### src/rtl/fetch_unit_if.sv
// ============================================================================
// Module      : fetch_unit_if
// Description : Fetch-stage bundle: instruction memory, control-unit requests,
//               redirect sources, F/D buffer outputs and interrupt request.
// Revision    : 1.0 - initial release
// ============================================================================
`default_nettype none

interface fetch_unit_if #(
  parameter int PC_W   = 32,
  parameter int INST_W = 16
);
  logic [PC_W-1:0]   imem_addr;
  logic [INST_W-1:0] imem_data;
  logic              pc_enable;
  logic              f_d_buffer_enable;
  logic              flush;
  logic [1:0]        jump_sel;
  logic [PC_W-1:0]   jump_target;
  logic [PC_W-1:0]   ret_addr;
  logic              branch_taken;
  logic [PC_W-1:0]   branch_target;
  logic              interrupt;
  logic              int_ack;
  logic [INST_W-1:0] fd_inst;
  logic [PC_W-1:0]   fd_pc_next;
  logic [INST_W-1:0] fd_imm;
  logic              int_pending;

  // The fetch unit itself
  modport slave (
    output imem_addr, fd_inst, fd_pc_next, fd_imm, int_pending,
    input  imem_data, pc_enable, f_d_buffer_enable, flush, jump_sel,
           jump_target, ret_addr, branch_taken, branch_target,
           interrupt, int_ack
  );

  // Control unit, memory and the rest of the pipeline
  modport master (
    input  imem_addr, fd_inst, fd_pc_next, fd_imm, int_pending,
    output imem_data, pc_enable, f_d_buffer_enable, flush, jump_sel,
           jump_target, ret_addr, branch_taken, branch_target,
           interrupt, int_ack
  );
endinterface

`default_nettype wire

### src/rtl/fetch_unit.sv
// ============================================================================
// Module      : fetch_unit
// Description : PC register with prioritised redirect, F/D pipeline buffer with
//               one-cycle immediate squash, optional sticky interrupt latch
//               (enabled by macro FETCH_INT_LATCH_EN).
// Revision    : 1.0 - initial release
// ============================================================================
`default_nettype none

module fetch_unit #(
  parameter int                PC_W       = 32,
  parameter int                INST_W     = 16,
  parameter logic [PC_W-1:0]   RESET_PC   = '0,
  parameter logic [PC_W-1:0]   INT_VECTOR = PC_W'(32'h0000_0001)
) (
  input  wire                  clk,
  input  wire                  rst_n,
  fetch_unit_if.slave          bus
);

  typedef enum logic [0:0] {
    NORMAL = 1'b0,
    SQUASH = 1'b1
  } state_t;

  state_t            r_state, w_state_next;
  logic [PC_W-1:0]   r_pc, w_pc_next, w_pc_plus1;
  logic [INST_W-1:0] r_fd_inst, w_fd_inst_next;
  logic [PC_W-1:0]   r_fd_pc_next, w_fd_pc_next_next;
  logic [INST_W-1:0] r_fd_imm, w_fd_imm_next;

  assign w_pc_plus1 = r_pc + PC_W'(1);

  // A resolved branch outranks anything the control unit asks for
  always_comb begin
    w_pc_next = r_pc;
    if (bus.branch_taken) begin
      w_pc_next = bus.branch_target;
    end else if (bus.pc_enable) begin
      case (bus.jump_sel)
        2'b00:   w_pc_next = w_pc_plus1;
        2'b01:   w_pc_next = bus.jump_target;
        2'b10:   w_pc_next = INT_VECTOR;
        default: w_pc_next = bus.ret_addr;
      endcase
    end
  end

  always_comb begin
    w_state_next      = r_state;
    w_fd_inst_next    = r_fd_inst;
    w_fd_pc_next_next = r_fd_pc_next;
    w_fd_imm_next     = r_fd_imm;
    if (bus.branch_taken) begin
      w_state_next      = NORMAL;
      w_fd_inst_next    = '0;
      w_fd_pc_next_next = '0;
    end else if (bus.f_d_buffer_enable) begin
      if (r_state == NORMAL && bus.flush) begin
        // Word behind the opcode is an immediate: keep it aside, issue a NOP
        w_state_next      = SQUASH;
        w_fd_imm_next     = bus.imem_data;
        w_fd_inst_next    = '0;
        w_fd_pc_next_next = '0;
      end else begin
        w_state_next      = NORMAL;
        w_fd_inst_next    = bus.imem_data;
        w_fd_pc_next_next = w_pc_plus1;
      end
    end
  end

  always_ff @(posedge clk or negedge rst_n) begin
    if (!rst_n) begin
      r_pc         <= RESET_PC;
      r_state      <= NORMAL;
      r_fd_inst    <= '0;
      r_fd_pc_next <= '0;
      r_fd_imm     <= '0;
    end else begin
      r_pc         <= w_pc_next;
      r_state      <= w_state_next;
      r_fd_inst    <= w_fd_inst_next;
      r_fd_pc_next <= w_fd_pc_next_next;
      r_fd_imm     <= w_fd_imm_next;
    end
  end

  assign bus.imem_addr  = r_pc;
  assign bus.fd_inst    = r_fd_inst;
  assign bus.fd_pc_next = r_fd_pc_next;
  assign bus.fd_imm     = r_fd_imm;

`ifdef FETCH_INT_LATCH_EN
  logic r_int_prev;
  logic r_int_latch;
  logic w_int_rise;

  assign w_int_rise = bus.interrupt & ~r_int_prev;

  // A new request wins over a same-cycle acknowledge so it is never lost
  always_ff @(posedge clk or negedge rst_n) begin
    if (!rst_n) begin
      r_int_prev  <= 1'b0;
      r_int_latch <= 1'b0;
    end else begin
      r_int_prev <= bus.interrupt;
      if (w_int_rise) begin
        r_int_latch <= 1'b1;
      end else if (bus.int_ack) begin
        r_int_latch <= 1'b0;
      end
    end
  end

  assign bus.int_pending = r_int_latch;
`else
  logic unused_int_ack;

  assign unused_int_ack  = bus.int_ack;
  assign bus.int_pending = bus.interrupt;
`endif

endmodule

`default_nettype wire

### src/flat_wrapper.sv
// flat-port wrapper written by rule: the top's interface ports become plain ports
module fetch_unit_flat 
#(
  parameter int                PC_W       = 32,
  parameter int                INST_W     = 16,
  parameter logic [PC_W-1:0]   RESET_PC   = '0,
  parameter logic [PC_W-1:0]   INT_VECTOR = PC_W'(32'h0000_0001)
)
  (clk, rst_n, bus_imem_addr, bus_fd_inst, bus_fd_pc_next, bus_fd_imm, bus_int_pending, bus_imem_data, bus_pc_enable, bus_f_d_buffer_enable, bus_flush, bus_jump_sel, bus_jump_target, bus_ret_addr, bus_branch_taken, bus_branch_target, bus_interrupt, bus_int_ack);
  fetch_unit_if #(.PC_W(PC_W), .INST_W(INST_W)) bus_i ();
  input  wire clk;
  input  wire rst_n;
  output wire logic [$bits(bus_i.imem_addr)-1:0] bus_imem_addr;
  output wire logic [$bits(bus_i.fd_inst)-1:0] bus_fd_inst;
  output wire logic [$bits(bus_i.fd_pc_next)-1:0] bus_fd_pc_next;
  output wire logic [$bits(bus_i.fd_imm)-1:0] bus_fd_imm;
  output wire logic [$bits(bus_i.int_pending)-1:0] bus_int_pending;
  input wire logic [$bits(bus_i.imem_data)-1:0] bus_imem_data;
  input wire logic [$bits(bus_i.pc_enable)-1:0] bus_pc_enable;
  input wire logic [$bits(bus_i.f_d_buffer_enable)-1:0] bus_f_d_buffer_enable;
  input wire logic [$bits(bus_i.flush)-1:0] bus_flush;
  input wire logic [$bits(bus_i.jump_sel)-1:0] bus_jump_sel;
  input wire logic [$bits(bus_i.jump_target)-1:0] bus_jump_target;
  input wire logic [$bits(bus_i.ret_addr)-1:0] bus_ret_addr;
  input wire logic [$bits(bus_i.branch_taken)-1:0] bus_branch_taken;
  input wire logic [$bits(bus_i.branch_target)-1:0] bus_branch_target;
  input wire logic [$bits(bus_i.interrupt)-1:0] bus_interrupt;
  input wire logic [$bits(bus_i.int_ack)-1:0] bus_int_ack;
  assign bus_imem_addr = bus_i.imem_addr;
  assign bus_fd_inst = bus_i.fd_inst;
  assign bus_fd_pc_next = bus_i.fd_pc_next;
  assign bus_fd_imm = bus_i.fd_imm;
  assign bus_int_pending = bus_i.int_pending;
  assign bus_i.imem_data = bus_imem_data;
  assign bus_i.pc_enable = bus_pc_enable;
  assign bus_i.f_d_buffer_enable = bus_f_d_buffer_enable;
  assign bus_i.flush = bus_flush;
  assign bus_i.jump_sel = bus_jump_sel;
  assign bus_i.jump_target = bus_jump_target;
  assign bus_i.ret_addr = bus_ret_addr;
  assign bus_i.branch_taken = bus_branch_taken;
  assign bus_i.branch_target = bus_branch_target;
  assign bus_i.interrupt = bus_interrupt;
  assign bus_i.int_ack = bus_int_ack;
  fetch_unit #(.PC_W(PC_W), .INST_W(INST_W), .RESET_PC(RESET_PC), .INT_VECTOR(INT_VECTOR)) u_core (.clk(clk), .rst_n(rst_n), .bus(bus_i));
endmodule
### config.mk
export PLATFORM = sky130hd
export DESIGN_NAME = fetch_unit_flat
export DESIGN_NICKNAME = d
export VERILOG_FILES = /design/src/rtl/fetch_unit_if.sv /design/src/rtl/fetch_unit.sv /design/src/flat_wrapper.sv
export SDC_FILE = /design/constraint.sdc
export NUM_CORES = 1
export LEC_CHECK = 0
export ABC_AREA = 1
export BUFFER_PORTS_ARGS = -buffer_cell sky130_fd_sc_hd__buf_4
export CORE_ASPECT_RATIO = 0.8
export CORE_UTILIZATION = 54
export CTS_BUF_LIST = sky130_fd_sc_hd__clkbuf_4 sky130_fd_sc_hd__clkbuf_8
export DETAILED_ROUTE_END_ITERATION = 16
export PLACE_DENSITY = 0.85
export SLEW_MARGIN = 20
export SYNTH_ARGS = -nofsm -noshare
export SYNTH_HDL_FRONTEND = slang
export SYNTH_SLANG_ARGS = --single-unit
### constraint.sdc
create_clock -name clk -period 2.1 [get_ports clk]
set_input_delay 0.315 -clock clk [delete_from_list [all_inputs] [get_ports clk]]
set_output_delay 0.315 -clock clk [all_outputs]
set_load 0.005 [all_outputs]
======== After elaboration in Yosys (flattened, before gate mapping) ========
Index checks and enable logic that the tools add are counted.
storage, ports and cells
  register bits ........................... 97
  word-level logic and storage cells ...... 27
operators by class
  $add $sub $neg .......................... 1
  equality and inequality tests ........... 2
  muxes and demuxes ....................... 12
  bitwise operators ....................... 2
  reductions and logical operators ........ 5
operators with widths
  cell                                                  number
  two-way mux 32 bit                                    5
  one-hot mux 32 bit (3 select lines)                   1
  two-way mux 16 bit                                    3
  adder 32 x 1 -> 32 bit (second input constant)        1
  nonzero test 2 bit                                    2
  two-way mux 1 bit                                     3
  AND reduction 3 bit                                   1
  equality test 2 x 1 -> 1 bit (second input constant)  1
  equality test 2 bit (second input constant)           1
  zero test 2 bit                                       1
  NOT 1 bit                                             2
  logical AND 1 bit                                     1

======== Longest topological paths before layout ========
  depth after elaboration ................. 5
  gate-level depth with buffers ........... 11

======== Least setup slack after synthesis ========
OpenSTA, ideal clock, no wires.
  kind .................................... flip-flop to flip-flop
  start ................................... register u_core.r_pc[1], in the netlist u_core.bus.imem_addr[1]
  end ..................................... register u_core.r_pc[20], in the netlist u_core.bus.imem_addr[20]
  setup time .............................. 0.121 ns
  arrival ................................. 1.347 ns
  required time ........................... 1.979 ns
  slack ................................... 0.631 ns
  stages on the path, launching flop included .. 11
  path buffers ............................ 0
  cells stage by stage .................... dfrtp_1 ha_1 nand2_2 nor2_4 nand2_2 nor2_2 nand3_1 nand3_1 nand2_1 nand2_1 nand2_1
between the ends
  cells in the longest elaborated chain, start to end .. 4
RTL lines
  item                                 line              text
  start, declared                      fetch_unit.sv:27  logic [PC_W-1:0] r_pc, w_pc_next, w_pc_plus1;
  start signal, assigned               fetch_unit.sv:81  r_pc <= w_pc_next;
  adder 32 x 1 -> 32 bit               fetch_unit.sv:32  assign w_pc_plus1 = r_pc + PC_W'(1);
  one-hot mux 32 bit (3 select lines)  fetch_unit.sv:40  case (bus.jump_sel)
  two-way mux 32 bit                   fetch_unit.sv:39  end else if (bus.pc_enable) begin
  two-way mux 32 bit                   fetch_unit.sv:37  if (bus.branch_taken) begin
No other way between the ends. The select of a mux whose other input is x is not followed.
A chain may end at the register's enable or synchronous reset.

======== Worst setup path in the final report ========
  start ................................... register u_core.r_pc[0], in the netlist u_core.bus.imem_addr[0]
  end ..................................... register u_core.r_pc[10], in the netlist u_core.bus.imem_addr[10]
Same word-level chain as after synthesis.

==> flow_summary.html <==
<table>
<tr><th>Metric</th><th>Value</th></tr>
<tr><th colspan="2">Status</th></tr>
<tr><td>Outcome</td><td>finished, final reports clean</td></tr>
<tr><th colspan="2">Flow run</th></tr>
<tr><td>Max-cap viol count</td><td>0</td></tr>
<tr><th colspan="2">CTS</th></tr>
<tr><td>Sinks on the clock net</td><td>97</td></tr>
<tr><td>CTS H-tree depth</td><td>3</td></tr>
<tr><td>Maximum clock insertion buffer count</td><td>2</td></tr>
<tr><td>Clock root buffer master</td><td>sky130_fd_sc_hd__clkbuf_8</td></tr>
<tr><td>Clock slew seen by the registers of the worst setup and hold paths</td><td>0.11 ns</td></tr>
<tr><td>Clock Latency Late Sink</td><td>0.39 ns</td></tr>
<tr><td># Post-CTS Setup Buffers</td><td>0</td></tr>
<tr><td>Clock buffer count from CTS</td><td>9</td></tr>
<tr><td>Clock tree from TritonCTS</td><td>yes</td></tr>
<tr><th colspan="2">Drt</th></tr>
<tr><td>Length of the first detailed-routing pass in iterations</td><td>7</td></tr>
<tr><td>WL final</td><td>18700 um</td></tr>
<tr><td>Detailed Route Iter0 Violations</td><td>529</td></tr>
<tr><td>Drt via density</td><td>5.50</td></tr>
<tr><td>Final routed wire length divided by cell count</td><td>16.9 um</td></tr>
<tr><td>Antenna-violating nets left</td><td>0</td></tr>
<tr><td>Vias</td><td>6077</td></tr>
<tr><td>Detailed-route DRC error count</td><td>0</td></tr>
<tr><th colspan="2">Final layout</th></tr>
<tr><td>Synth-to-Final Area Change</td><td>35.3%</td></tr>
<tr><td>Final Core Density</td><td>75.9%</td></tr>
<tr><td>Area occupied by multi-input gates</td><td>0.00266 mm^2</td></tr>
<tr><td>Final instance area</td><td>0.00739 mm^2</td></tr>
<tr><td>Ant. Diodes</td><td>0</td></tr>
<tr><td>Share of layout cells above drive strength 1</td><td>28.7%</td></tr>
<tr><td>Fill count</td><td>761</td></tr>
<tr><td>Non-filler cells, final</td><td>1104</td></tr>
<tr><td>Final layout net count</td><td>1087</td></tr>
<tr><td>Area taken by flip-flops and latches</td><td>0.00243 mm^2</td></tr>
<tr><th colspan="2">Power and ir drop</th></tr>
<tr><td>Internal Pwr Total</td><td>3.04 mW</td></tr>
<tr><td>Switch Pwr</td><td>1.50 mW</td></tr>
<tr><td>Power per standard cell area</td><td>613 mW/mm^2</td></tr>
<tr><td>Clk network pwr share</td><td>25.6%</td></tr>
<tr><td>Switching power share of the total</td><td>33.0%</td></tr>
<tr><td>Combinational cell fraction of total power</td><td>24.7%</td></tr>
<tr><td>Sequential share of power</td><td>49.7%</td></tr>
<tr><td>Static Leakage</td><td>3.87 nW</td></tr>
<tr><td>Worst vdd ir</td><td>0.484 mV</td></tr>
<tr><td>Overall power consumption</td><td>4.53 mW</td></tr>
<tr><th colspan="2">Global routing</th></tr>
<tr><td>Total GRT Usage</td><td>36.8%</td></tr>
<tr><td>Global route overflow</td><td>0</td></tr>
<tr><td>Antenna violations before repair</td><td>0</td></tr>
<tr><td>Largest net degree at the start of global routing</td><td>41</td></tr>
<tr><td>First-pass GRT wire length</td><td>29400 um</td></tr>
<tr><td>Vias in the first global route</td><td>5741</td></tr>
<tr><th colspan="2">Logic synthesis</th></tr>
<tr><td>Synthesis-stage register bit count</td><td>97</td></tr>
<tr><td>Cell types with the largest area share after synthesis</td><td>sky130_fd_sc_hd__dfrtp_1, sky130_fd_sc_hd__nand2_1, sky130_fd_sc_hd__nand3_1, sky130_fd_sc_hd__nor2_1, sky130_fd_sc_hd__o21ai_0</td></tr>
<tr><td>Dominant cell type by area after synthesis</td><td>sky130_fd_sc_hd__dfrtp_1</td></tr>
<tr><td>Synth Net Count</td><td>876</td></tr>
<tr><td>Synthesized area per cell</td><td>7.25 um^2</td></tr>
<tr><td>Synth Warn #</td><td>0</td></tr>
<tr><td>Count of mapped cells out of synthesis</td><td>753</td></tr>
<tr><td>Total standard cell area after synthesis</td><td>0.00546 mm^2</td></tr>
<tr><td>Share of synthesized area occupied by flip-flops and latches</td><td>44.4%</td></tr>
<tr><td>Share of the synthesized area in the top cell type</td><td>44.4%</td></tr>
<tr><td>Unique masters post-synth</td><td>36</td></tr>
<tr><th colspan="2">Floorplanning</th></tr>
<tr><td>Total number of placement rows</td><td>32</td></tr>
<tr><td>Top-level port count</td><td>219</td></tr>
<tr><td>Floorplan die width</td><td>114 um</td></tr>
<tr><td>Die height</td><td>92.0 um</td></tr>
<tr><td>Placeable core region</td><td>0.00973 mm^2</td></tr>
<tr><td>Initial standard-cell utilization of the core</td><td>56.1%</td></tr>
<tr><td>Overall die area</td><td>0.0105 mm^2</td></tr>
<tr><th colspan="2">Placement</th></tr>
<tr><td>Placed instance count</td><td>1088</td></tr>
<tr><td>Detailed-placement wirelength estimate</td><td>14500 um</td></tr>
<tr><td>Placement Cell Area</td><td>0.00720 mm^2</td></tr>
<tr><td>RD Place Congestion</td><td>0.911</td></tr>
<tr><td>Number of buffers inserted by port buffering</td><td>215</td></tr>
<tr><td>Worst setup slack after placement</td><td>0.321 ns</td></tr>
<tr><th colspan="2">STA</th></tr>
<tr><td>Ratio of final minimum period to clock period</td><td>89.9%</td></tr>
<tr><td>Final setup violation count</td><td>0</td></tr>
<tr><td>Worst hold slack after final layout</td><td>0.170 ns</td></tr>
<tr><td>Fmax</td><td>0.530 GHz</td></tr>
<tr><td>Setup repair after global routing missed its margin</td><td>no</td></tr>
<tr><td>Number of hold violations in the final report</td><td>0</td></tr>
<tr><td>Number of pins with negative max-slew slack in the final report</td><td>0</td></tr>
<tr><td>Total Negative Setup Slacks</td><td>0 ns</td></tr>
<tr><td>Tmin final</td><td>1.89 ns</td></tr>
<tr><td>Clock skew</td><td>0.0147 ns</td></tr>
<tr><td>Min setup slack post-route</td><td>0.212 ns</td></tr>
<tr><td>Transition time of the tightest slew-check pin</td><td>0.680 ns</td></tr>
<tr><td>Worst-case headroom to the max-slew limit</td><td>54.6%</td></tr>
<tr><th colspan="2">Worst setup path</th></tr>
<tr><td>Source of the worst register-to-register timing path</td><td>u_core.bus.imem_addr[0]</td></tr>
<tr><td>FF-to-FF End</td><td>u_core.bus.imem_addr[10]</td></tr>
<tr><td>Critical path startpoint</td><td>u_core.bus.imem_addr[0]</td></tr>
<tr><td>Critical-path cell list</td><td>ha_1 &gt; nand2_2 &gt; nor2_4 &gt; nand2_2 &gt; inv_1 &gt; nand3_1 &gt; o21ai_0 &gt; o21bai_1 &gt; nand2_1 &gt; nand2_1</td></tr>
<tr><td>CP Class</td><td>flip-flop to flip-flop</td></tr>
<tr><td>Worst Setup End Kind</td><td>flip-flop</td></tr>
<tr><td>Max stage delay cell, worst path</td><td>sky130_fd_sc_hd__dfrtp_1</td></tr>
<tr><td>Maximum net fanout on the critical path</td><td>6</td></tr>
<tr><td>Delay of the slowest critical-path stage</td><td>0.50 ns</td></tr>
<tr><td>Worst setup path endpoint</td><td>u_core.bus.imem_addr[10]</td></tr>
<tr><td>Number of cells on the worst reg-to-reg path</td><td>10</td></tr>
<tr><td>Critical path data arrival time</td><td>2.16 ns</td></tr>
<tr><td>Startpoint class of the critical path</td><td>flip-flop</td></tr>
<tr><td>Required time reported for the critical path endpoint</td><td>2.38 ns</td></tr>
<tr><td>Worst R2R Setup Slack</td><td>0.21 ns</td></tr>
<tr><th colspan="2">Hold path</th></tr>
<tr><td>Hold Path Class</td><td>input pin to flip-flop</td></tr>
<tr><td>Worst Hold Launch</td><td>bus_branch_target[20]</td></tr>
</table>
==> worst min-delay path by stage <==
| stage | endpoint | slack (ns) | cells past startpoint |
|---|---|---|---|
| 2_1_floorplan | u_core.bus.fd_imm[0] | 0.02 | 0 |
| 3_3_place_gp | u_core.bus.fd_pc_next[2] | 0.31 | 1 |
| 3_5_place_dp | u_core.bus.fd_pc_next[2] | 0.32 | 1 |
| 4_1_cts | u_core.bus.imem_addr[2] | 0.17 | 3 |
| 5_1_grt | u_core.bus.imem_addr[13] | 0.18 | 3 |
| 6_report | u_core.bus.imem_addr[20] | 0.17 | 3 |
==> synthesized netlist by cell type <==
master / number
sky130_fd_sc_hd__buf_6: 1
sky130_fd_sc_hd__nand2_2: 12
sky130_fd_sc_hd__a32o_1: 1
sky130_fd_sc_hd__o21ai_0: 49
sky130_fd_sc_hd__nand4_1: 2
sky130_fd_sc_hd__xnor2_1: 2
sky130_fd_sc_hd__dfrtp_1: 97
sky130_fd_sc_hd__a21oi_1: 10
sky130_fd_sc_hd__nand3_2: 1
sky130_fd_sc_hd__buf_2: 10
sky130_fd_sc_hd__o211ai_1: 1
sky130_fd_sc_hd__nor2_1: 83
sky130_fd_sc_hd__nand3_1: 63
sky130_fd_sc_hd__clkbuf_8: 3
sky130_fd_sc_hd__a21o_1: 3
sky130_fd_sc_hd__dlymetal6s2s_1: 1
sky130_fd_sc_hd__a22o_1: 5
sky130_fd_sc_hd__o21bai_1: 7
sky130_fd_sc_hd__o22ai_1: 3
sky130_fd_sc_hd__nor2_2: 7
sky130_fd_sc_hd__clkbuf_1: 12
sky130_fd_sc_hd__a31oi_1: 1
sky130_fd_sc_hd__ha_1: 1
sky130_fd_sc_hd__o21ai_1: 1
sky130_fd_sc_hd__buf_4: 2
sky130_fd_sc_hd__a221oi_1: 16
sky130_fd_sc_hd__a22o_2: 1
sky130_fd_sc_hd__nand2_4: 1
sky130_fd_sc_hd__inv_1: 49
sky130_fd_sc_hd__clkbuf_4: 1
sky130_fd_sc_hd__a22oi_1: 9
sky130_fd_sc_hd__clkinv_1: 1
sky130_fd_sc_hd__xor2_1: 3
sky130_fd_sc_hd__nor2_4: 6
sky130_fd_sc_hd__inv_2: 4
sky130_fd_sc_hd__nand2_1: 284
==> final cells by class <==
cell class / instances / share of cell area, %
multi-input combinational: 572 / 36.1
inverter: 54 / 2.74
timing repair buffer: 230 / 23.6
clock buffer: 9 / 1.68
clock inverter: 6 / 0.779
tap: 136 / 2.30
sequential: 97 / 32.9
==> critical path: cells and delay by family (launching register included) <==
family | cells | cell delay (ns)
buf+inv | 1 | 0.19
simple gates | 6 | 0.55
fa+ha+maj | 1 | 0.26
flops | 1 | 0.50
compound gates | 2 | 0.27
==> power by group through the flow <==
| stage | Sequential (mW) | Clock (mW) | Combinational, mW |
|---|---|---|---|
| 2_1_floorplan | 2.24 | 0 | 0.471 |
| 6_report | 2.25 | 1.16 | 1.12 |
| 3_3_place_gp | 2.27 | 0 | 1.07 |
| 4_1_cts | 2.25 | 1.16 | 1.11 |
| 3_5_place_dp | 2.28 | 0 | 1.11 |
| 5_1_grt | 2.27 | 1.24 | 1.23 |
==> registers in the layout, indices dropped and copies added (netlist names) <==
name / count
u_core.bus.fd_pc_next: 32
u_core.bus.imem_addr: 32
u_core.bus.fd_imm: 16
u_core.bus.fd_inst: 16
u_core.r_state: 1
==> per-layer routing <==
layer	wire (um)	GRT usage (%)
met1	8130	51.6
met2	8410	56.1
met3	1510	6.81
met4	615	15.4
met5	0	0
==> kinds of logic after synthesis <==
group	after synthesis	share of synthesized area [%]
AOI/OAI and AO/OA	107	12.4
xor gates and xnor gates	5	0.802
adders and majority gates	1	0.229
buffers and inverters	84	7.06
DFF	97	44.4
and+or+nand+nor	459	35.0
==> repair_timing <==
| item | CTS | global route |
|---|---|---|
| hold buffers | 1 | 0 |
| hold endpoints to repair | 38 | 0 |
| resized for setup | 0 | 0 |
==> placed cells by master (no fill, tap or decap), types with 10 or more instances in the layout <==
master / n
sky130_fd_sc_hd__inv_1: 49
sky130_fd_sc_hd__o21ai_0: 49
sky130_fd_sc_hd__nand3_1: 63
sky130_fd_sc_hd__nor2_1: 81
sky130_fd_sc_hd__dfrtp_1: 97
sky130_fd_sc_hd__a21oi_1: 10
sky130_fd_sc_hd__nand2_1: 284
sky130_fd_sc_hd__nand2_2: 12
sky130_fd_sc_hd__buf_4: 228
sky130_fd_sc_hd__a221oi_1: 16
Power figures use the tool's default switching activity.
